## config.mk

```make
export PLATFORM = sky130hd
export DESIGN_NAME = palette_fade_lut
export DESIGN_NICKNAME = d
export VERILOG_FILES = /design/src/rtl/palette_fade_lut.sv
export SDC_FILE = /design/constraint.sdc
export NUM_CORES = 1
export LEC_CHECK = 0
export CELL_PAD_IN_SITES_DETAIL_PLACEMENT = 1
export CELL_PAD_IN_SITES_GLOBAL_PLACEMENT = 1
export CORE_UTILIZATION = 50
export DETAILED_ROUTE_END_ITERATION = 12
export GPL_ROUTABILITY_DRIVEN = 0
export HOLD_SLACK_MARGIN = 0.12
export PLACE_DENSITY_LB_ADDON = 0.1
export SKIP_LAST_GASP = 1
export SYNTH_ARGS = -nofsm -noshare
export SYNTH_HDL_FRONTEND = slang
export SYNTH_SLANG_ARGS = --single-unit
```

## constraint.sdc

```tcl
create_clock -name Clk -period 5.2 [get_ports Clk]
set_clock_uncertainty 0.2 [all_clocks]
set_input_delay 1.04 -clock Clk [delete_from_list [all_inputs] [get_ports Clk]]
set_output_delay 1.04 -clock Clk [all_outputs]
set_load 0.01 [all_outputs]
```

## src/rtl/palette_fade_lut.sv

```systemverilog
// palette_fade_lut: banked, run-time-writable colour palette with a
// frame-synchronous brightness fader and a 2-cycle registered read path.
// Palette words are packed {red, green, blue}, red in the top bits.
module palette_fade_lut #(
  parameter int IDX_W           = 4,
  parameter int CH_W            = 4,
  parameter int NUM_BANKS       = 4,
  parameter int FADE_STEPS      = 16,
  parameter int FRAMES_PER_STEP = 2,
  localparam int BANK_W         = (NUM_BANKS > 1) ? $clog2(NUM_BANKS) : 1,
  localparam int LVL_W          = $clog2(FADE_STEPS) + 1
) (
  input  logic                Clk,
  input  logic                Reset,
  input  logic                pix_valid,
  input  logic [BANK_W-1:0]   bank_sel,
  input  logic [IDX_W-1:0]    index,
  output logic [CH_W-1:0]     red,
  output logic [CH_W-1:0]     green,
  output logic [CH_W-1:0]     blue,
  output logic                rgb_valid,
  input  logic                wr_en,
  input  logic [BANK_W-1:0]   wr_bank,
  input  logic [IDX_W-1:0]    wr_index,
  input  logic [3*CH_W-1:0]   wr_rgb,
  input  logic                frame_start,
  input  logic                fade_out_go,
  input  logic                fade_in_go,
  output logic                fade_busy,
  output logic                fade_done,
  output logic [LVL_W-1:0]    level
);

  localparam int ADDR_W = BANK_W + IDX_W;
  localparam int DEPTH  = NUM_BANKS * (2 ** IDX_W);
  localparam int LVL_SH = $clog2(FADE_STEPS);
  localparam int CNT_W  = (FRAMES_PER_STEP > 1) ? $clog2(FRAMES_PER_STEP) : 1;

  typedef enum logic [1:0] {
    ST_FULL     = 2'd0,
    ST_FADE_OUT = 2'd1,
    ST_DARK     = 2'd2,
    ST_FADE_IN  = 2'd3
  } fade_state_t;

  // Scale one channel by the brightness level; FADE_STEPS maps to unity.
  function automatic logic [CH_W-1:0] scale_ch(input logic [CH_W-1:0] c,
                                               input logic [LVL_W-1:0] lvl);
    logic [CH_W+LVL_W-1:0] prod;
    prod = (CH_W+LVL_W)'(c) * (CH_W+LVL_W)'(lvl);
    return CH_W'(prod >> LVL_SH);
  endfunction

  logic [3*CH_W-1:0] mem_r [0:DEPTH-1];
  logic [3*CH_W-1:0] rd_data_r;
  logic              rd_oob_s, wr_oob_s;
  logic [ADDR_W-1:0] rd_addr_s;
  logic              valid1_r, oob1_r;

  fade_state_t       state_r, state_s;
  logic [LVL_W-1:0]  level_r, level_s;
  logic [CNT_W-1:0]  cnt_r, cnt_s;
  logic              done_s, busy_s, go_out_s, go_in_s;

  // Bank range checks, done one bit wider so a power-of-two bank count never wraps.
  always_comb begin
    rd_oob_s = ({1'b0, bank_sel} >= (BANK_W+1)'(NUM_BANKS));
    wr_oob_s = ({1'b0, wr_bank}  >= (BANK_W+1)'(NUM_BANKS));
    if (rd_oob_s) begin
      rd_addr_s = '0;
    end else begin
      rd_addr_s = {bank_sel, index};
    end
  end

  // Palette RAM: write port plus registered read (old data on collision); not reset.
  always_ff @(posedge Clk) begin
    if (wr_en && !wr_oob_s) begin
      mem_r[{wr_bank, wr_index}] <= wr_rgb;
    end
    rd_data_r <= mem_r[rd_addr_s];
  end

  // Stage 1 control: request valid and out-of-range bank flag.
  always_ff @(posedge Clk) begin
    if (Reset) begin
      valid1_r <= 1'b0;
      oob1_r   <= 1'b0;
    end else begin
      valid1_r <= pix_valid;
      oob1_r   <= rd_oob_s;
    end
  end

  // Stage 2: brightness scaling and registered colour outputs.
  always_ff @(posedge Clk) begin
    if (Reset) begin
      red       <= '0;
      green     <= '0;
      blue      <= '0;
      rgb_valid <= 1'b0;
    end else begin
      rgb_valid <= valid1_r;
      if (oob1_r) begin
        red   <= '0;
        green <= '0;
        blue  <= '0;
      end else begin
        red   <= scale_ch(rd_data_r[3*CH_W-1:2*CH_W], level_r);
        green <= scale_ch(rd_data_r[2*CH_W-1:CH_W], level_r);
        blue  <= scale_ch(rd_data_r[CH_W-1:0], level_r);
      end
    end
  end

  // Fade FSM next state: go pulses only act in their entry state and only alone.
  always_comb begin
    state_s  = state_r;
    level_s  = level_r;
    cnt_s    = cnt_r;
    done_s   = 1'b0;
    go_out_s = fade_out_go && !fade_in_go;
    go_in_s  = fade_in_go && !fade_out_go;
    case (state_r)
      ST_FULL: begin
        if (go_out_s) begin
          state_s = ST_FADE_OUT;
          cnt_s   = '0;
        end else begin
          state_s = ST_FULL;
        end
      end
      ST_FADE_OUT: begin
        if (frame_start) begin
          if (cnt_r == CNT_W'(FRAMES_PER_STEP - 1)) begin
            cnt_s   = '0;
            level_s = level_r - LVL_W'(1);
            if (level_r == LVL_W'(1)) begin
              state_s = ST_DARK;
              done_s  = 1'b1;
            end else begin
              state_s = ST_FADE_OUT;
            end
          end else begin
            cnt_s = cnt_r + CNT_W'(1);
          end
        end else begin
          cnt_s = cnt_r;
        end
      end
      ST_DARK: begin
        if (go_in_s) begin
          state_s = ST_FADE_IN;
          cnt_s   = '0;
        end else begin
          state_s = ST_DARK;
        end
      end
      ST_FADE_IN: begin
        if (frame_start) begin
          if (cnt_r == CNT_W'(FRAMES_PER_STEP - 1)) begin
            cnt_s   = '0;
            level_s = level_r + LVL_W'(1);
            if (level_r == LVL_W'(FADE_STEPS - 1)) begin
              state_s = ST_FULL;
              done_s  = 1'b1;
            end else begin
              state_s = ST_FADE_IN;
            end
          end else begin
            cnt_s = cnt_r + CNT_W'(1);
          end
        end else begin
          cnt_s = cnt_r;
        end
      end
      default: begin
        state_s = ST_FULL;
        level_s = LVL_W'(FADE_STEPS);
        cnt_s   = '0;
      end
    endcase
    busy_s = (state_s == ST_FADE_OUT) || (state_s == ST_FADE_IN);
  end

  // Fade FSM registers, including registered busy/done flags.
  always_ff @(posedge Clk) begin
    if (Reset) begin
      state_r   <= ST_FULL;
      level_r   <= LVL_W'(FADE_STEPS);
      cnt_r     <= '0;
      fade_busy <= 1'b0;
      fade_done <= 1'b0;
    end else begin
      state_r   <= state_s;
      level_r   <= level_s;
      cnt_r     <= cnt_s;
      fade_busy <= busy_s;
      fade_done <= done_s;
    end
  end

  assign level = level_r;

endmodule

```

==> results of run 1 <==
worst max-delay path: cells and delay by family (launching register included):
family	cells	cell delay [ns]
flip-flops	1	0.75
multiplexers	1	0.35
adder cells (fa/ha/maj)	3	1.29
AND/OR/NAND/NOR	2	0.37
buffers and inverters	1	0.05
AO/OA/AOI/OAI	3	0.67
layout make-up:
class / count / area, um2
timing repair buffer: 145 / 1216
tap: 846 / 1059
clock inverter: 54 / 457.9
inverter: 22 / 82.58
fill: 5502 / 26650
clock buffer: 103 / 2235
antenna: 2 / 5.005
multi-input combinational: 754 / 7846
sequential: 803 / 23760
sequential cells by signal (all words and copies together) (netlist names):
signal	count
blue	4
cnt_r	1
fade_done	1
green	4
level	5
mem_r	768
rd_data_r	12
red	4
rgb_valid	1
state_r	2
valid1_r	1
cells in the final DEF (no fill, tap or decap), types with 11 or more instances in the layout:
cell type / synthesis / final
clkdlybuf4s50_1: 0 / 35
xnor2_1: 11 / 11
nand2b_1: 12 / 12
clkbuf_1: 29 / 14
o22ai_1: 16 / 16
o21ai_0: 17 / 17
mux4_2: 170 / 170
a21oi_1: 27 / 27
fa_1: 15 / 15
mux2i_1: 57 / 57
clkinv_1: 0 / 25
dfxtp_1: 35 / 35
clkbuf_16: 0 / 85
clkinv_2: 0 / 11
a22oi_1: 53 / 53
buf_2: 24 / 11
nand3_1: 32 / 32
nor2b_1: 21 / 21
and2_1: 41 / 41
ha_1: 31 / 31
buf_4: 15 / 92
edfxtp_1: 768 / 768
nand2_1: 53 / 53
nor2_1: 96 / 96
a31oi_1: 13 / 13
inv_1: 22 / 22
final timing paths:
kind,start,end,slack [ns],cells after the start
setup / recovery,level[2],blue[2],1.40,10
hold / removal,valid1_r,rgb_valid,0.24,1
setup reg to reg,level[2],blue[2],1.40,10
hold reg to reg,valid1_r,rgb_valid,0.24,1
logic make-up after synthesis:
logic type,count (synthesis),synth area share [%]
adder cells (fa/ha/maj),46,2.139
flip-flops,803,73.86
XOR/XNOR,15,0.4083
AND/OR/NAND/NOR,307,4.783
AO/OA/AOI/OAI,153,3.142
multiplexers,233,13.88
buffers and inverters,106,1.785
through the flow:
stage	cells	hold WS (ns)	power (mW)
global route	2727	0.2654	14.18
finish	2729	0.2436	13.80
CTS	2727	0.2530	13.92
floorplan	1663	0.2138	7.734
global placement	2570	0.2225	8.082
detailed placement	2570	0.2343	8.107
per-layer routing:
layer  part of all wire, %  GRT usage [%]  up-vias
li1                      -              -     7032
met1                    42          35.41     8863
met2                    49          41.39      556
met3                   6.2          4.605      125
met4                   2.8          8.167        0
met5                     0              0        -
report_power, final:
group | switching, mW | internal (mW)
Combinational | 0.485 | 0.285
Clock | 2.51 | 3.33
Sequential | 0.0458 | 7.15
Total | 3.04 | 10.8
==> metrics.csv, run 1 <==
metric,value,unit
status,"complete, no violations",
Core Area,63310,um2
input/output buffers,50,
register area share after synthesis,73.86,%
gr ovfl total,0,
setup_tns,0,ns
RSZ-0062 raised after global routing,false,
Main synth FF type,edfxtp_1,
drt drc,0,
initial antenna violation count,7,
Syn Nets,1740,
Synth top area share,71.68,%
clock slew at reported path FFs,0.06,ns
die extent in x,255.7,um
Mapped Cells,1663,
most frequent cell after synthesis,edfxtp_1,
Leakage,12.14,nW
IO Count,51,
DP Area,33970,um2
Post-CTS Setup Inserts,0,
Post-synth EDFFs,768,
Max Cap Violations,0,
Hold Buf Count CTS,0,
worst-skew pair later-pin latency,0.65,ns
Initial Util,50.82,%
Final Instance Area,36660,um2
Worst path slowest cell,dfxtp_1,
Num CTS Buffers,84,
Final period util,73.06,%
Setup Crit Path Kind,reg2reg,
routed len/inst,30.04,um
drt initial violations,1813,
"Avg Cell Area, Syn",19.35,um2
Slew HR,11.31,%
HPWL after detailed placement,52400,um
die area,65360,um2
Crit Path Max Fanout,20,
ANT nets after route,0,
fin util,57.91,%
final hold viol count,0,
Async SR Flop Fraction,0,%
depth of the CTS H-tree,3,
Power Density,376.4,nW/um2
final setup violation count,0,
CTS tree,built,
gr usage total,25.54,%
crit path time final,3.799,ns
vias in the first global route,17300,
cells along the critical path,nand2_1 > fa_1 > inv_1 > fa_1 > ha_1 > and4_1 > a31oi_1 > o21bai_1 > a21oi_1 > mux2_2,
"top cells by area, synth","edfxtp_1, mux4_2, dfxtp_1",
Die Height,255.7,um
Critical Path AT,4.12,ns
length of the first detailed-routing pass in iterations,6,
DR vias/cell,6.074,
post-synthesis cell area,32170,um2
Max stage delay on crit path,0.75,ns
cell taking the most area after synthesis,edfxtp_1,
final WL,81990,um
most frequent cells after synthesis,"edfxtp_1, mux4_2, nor2_1",
clk sinks,803,
via count,16580,
synthesized flop and latch total,803,
fin worst setup slack,1.401,ns
nets,1887,
"Distinct cells, synth",50,
crit end category,flop,
Clock Tree Buf Depth,3,
Synth Warn #,0,
crit-path most repeated cell,fa_1,
Place WS,0.9777,ns
CTS root buf,clkbuf_16,
synthesis-to-layout area growth,13.96,%
row count,92,
Hold Crit Class,reg2reg,
Worst VDD drop,341.2,uV
share of cells above drive strength 1,21.96,%
f_max,263.2,MHz
startpoint class of the critical path,flop,
fin. max-slew vios,0,
post-cts sizing count,0,
first-pass GRT wire length,119300,um
largest net degree at the start of global routing,69,
Worst EP required,5.53,ns
Least-Margin Pin Slew,1.330,ns
(Power assumes the default switching activity.)
==> inputs of run 2 (changes only) <==
CORE_UTILIZATION = 49   (was 50)
clock period = 3.2 ns   (was 5.2 ns; I/O delays follow)
==> metrics.csv, run 2 (synthesized netlist as in run 1, its figures left out) <==
metric,value,unit,change
FILL cells,5706,,+3.7%
storage element area,23780,um2,about the same
Biggest register,mem_r,,
most frequent cells in the layout,"edfxtp_1, buf_4, mux4_2",,
final WL,84280,um,+2.8%
Crit Path Max Fanout,2,,-90%
Multi-input gate area,7874,um2,+0.35%
drt initial violations,1692,,-6.7%
largest net degree at the start of global routing,65,,-5.8%
final hold viol count,0,,unchanged
first-pass GRT wire length,123300,um,+3.3%
Clock Tree Buf Depth,3,,unchanged
ANT nets after route,0,,unchanged
CTS tree,built,,
Slew HR,29.29,%,+18 points
Setup Crit Path Kind,reg2reg,,
"most common cell after layout, fill and taps aside",edfxtp_1,,
input/output buffers,50,,unchanged
gr usage total,25.84,%,+0.30 points
setup_tns,0,ns,unchanged
status,"complete, no violations",,
CTS root buf,clkbuf_16,,
RSZ-0062 raised after global routing,false,,
Hold Crit Class,reg2reg,,
vias in the first global route,17960,,+3.8%
Worst VDD drop,489.5,uV,+43%
die extent in x,258.2,um,+1.0%
routed len/inst,29.39,um,-2.2%
nets,2027,,+7.4%
Core Area,64700,um2,+2.2%
worst-skew pair later-pin latency,0.64,ns,about the same
IO Count,51,,unchanged
Worst EP required,3.51,ns,-2.02 ns
startpoint class of the critical path,flop,,
clk sinks,803,,unchanged
fin. max-slew vios,0,,unchanged
crit end category,flop,,
synthesis-to-layout area growth,18.46,%,
initial antenna violation count,4,,-3
via count,17090,,+3.1%
Final period util,97.49,%,+24 points
row count,93,,+1.1%
Ant. Diodes,0,,-2
gr ovfl total,0,,unchanged
Num CTS Buffers,85,,+1.2%
Max Cap Violations,0,,unchanged
die area,66690,um2,+2.0%
DR vias/cell,5.960,,-1.9%
max FFs per register,768,,unchanged
f_max,320.6,MHz,+22%
Total Power,22.77,mW,+65%
HPWL after detailed placement,56980,um,+8.7%
final setup violation count,0,,unchanged
Min Hold Slack,0.2485,ns,+0.004891 ns
Die Height,258.2,um,+1.0%
Initial Util,49.73,%,-1.1 points
Leakage,12.97,nW,+6.8%
share of cells above drive strength 1,27.82,%,+5.9 points
depth of the CTS H-tree,3,,unchanged
crit path time final,3.120,ns,-0.6797 ns
drt drc,0,,unchanged
Least-Margin Pin Slew,1.057,ns,-0.2736 ns
length of the first detailed-routing pass in iterations,5,,-1
clock slew at reported path FFs,0.06,ns,about the same
Power Density,597.4,nW/um2,+59%
Critical Path AT,3.43,ns,-0.69 ns
-- run 2: per-stage QoR --
step	utilization (%)	instance area, um2	worst slack (ns)	cells
6_report	58.91	38110	0.08044	2868
5_1_grt	58.91	38110	0.01273	2868
2_1_floorplan	-	32240	-0.04410	1663
3_5_place_dp	54.67	35370	-0.08315	2717
4_1_cts	58.87	38090	0.01732	2867
3_3_place_gp	54.67	35370	0.01161	2717
-- run 2: worst paths after layout --
kind	start	to	slack (ns)	cells past startpoint
setup / recovery	rd_data_r[11]	red[2]	0.08	10
setup reg to reg	rd_data_r[11]	red[2]	0.08	10
hold reg to reg	valid1_r	rgb_valid	0.25	1
hold / removal	valid1_r	rgb_valid	0.25	1
-- run 2: power breakdown --
part	internal [mW]	switching [mW]	total (mW)
clock network	5.68	3.99	9.67
logic	0.595	0.818	1.41
registers	11.6	0.0651	11.7
-- run 2: area by class of cell --
class	instances	share of cell area (%)
inverter	22	0.2167
multi-input combinational	754	20.66
tap	855	2.807
clock buffer	110	6.018
sequential	803	62.39
clock inverter	40	1.087
timing repair buffer	284	6.819
-- run 2: what timing repair did --
item	CTS	global route
setup buffers	0	1
resized for setup	2	8
endpoints found under the setup margin	2	5
pin swaps	0	6
hold buffers	0	0
-- run 2: routing by layer --
layer	vias to the layer above	wire length, um	part of all wire, %	GRT usage (%)
met2	519	40560	48	41.24
met1	9149	36810	44	37.36
met3	124	4951	5.9	4.206
met5	-	17	0.020	0
li1	7299	-	-	-
met4	2	1945	2.3	6.870
-- run 2: critical path, stage by stage, from the launching register on --
cell,delay (ns)
dfxtp_4,0.37
nand2_2,0.06
fa_1,0.54
inv_1,0.06
fa_1,0.43
ha_1,0.29
and4_1,0.15
a31oi_2,0.24
o21bai_1,0.13
a21oi_1,0.18
mux2_2,0.34
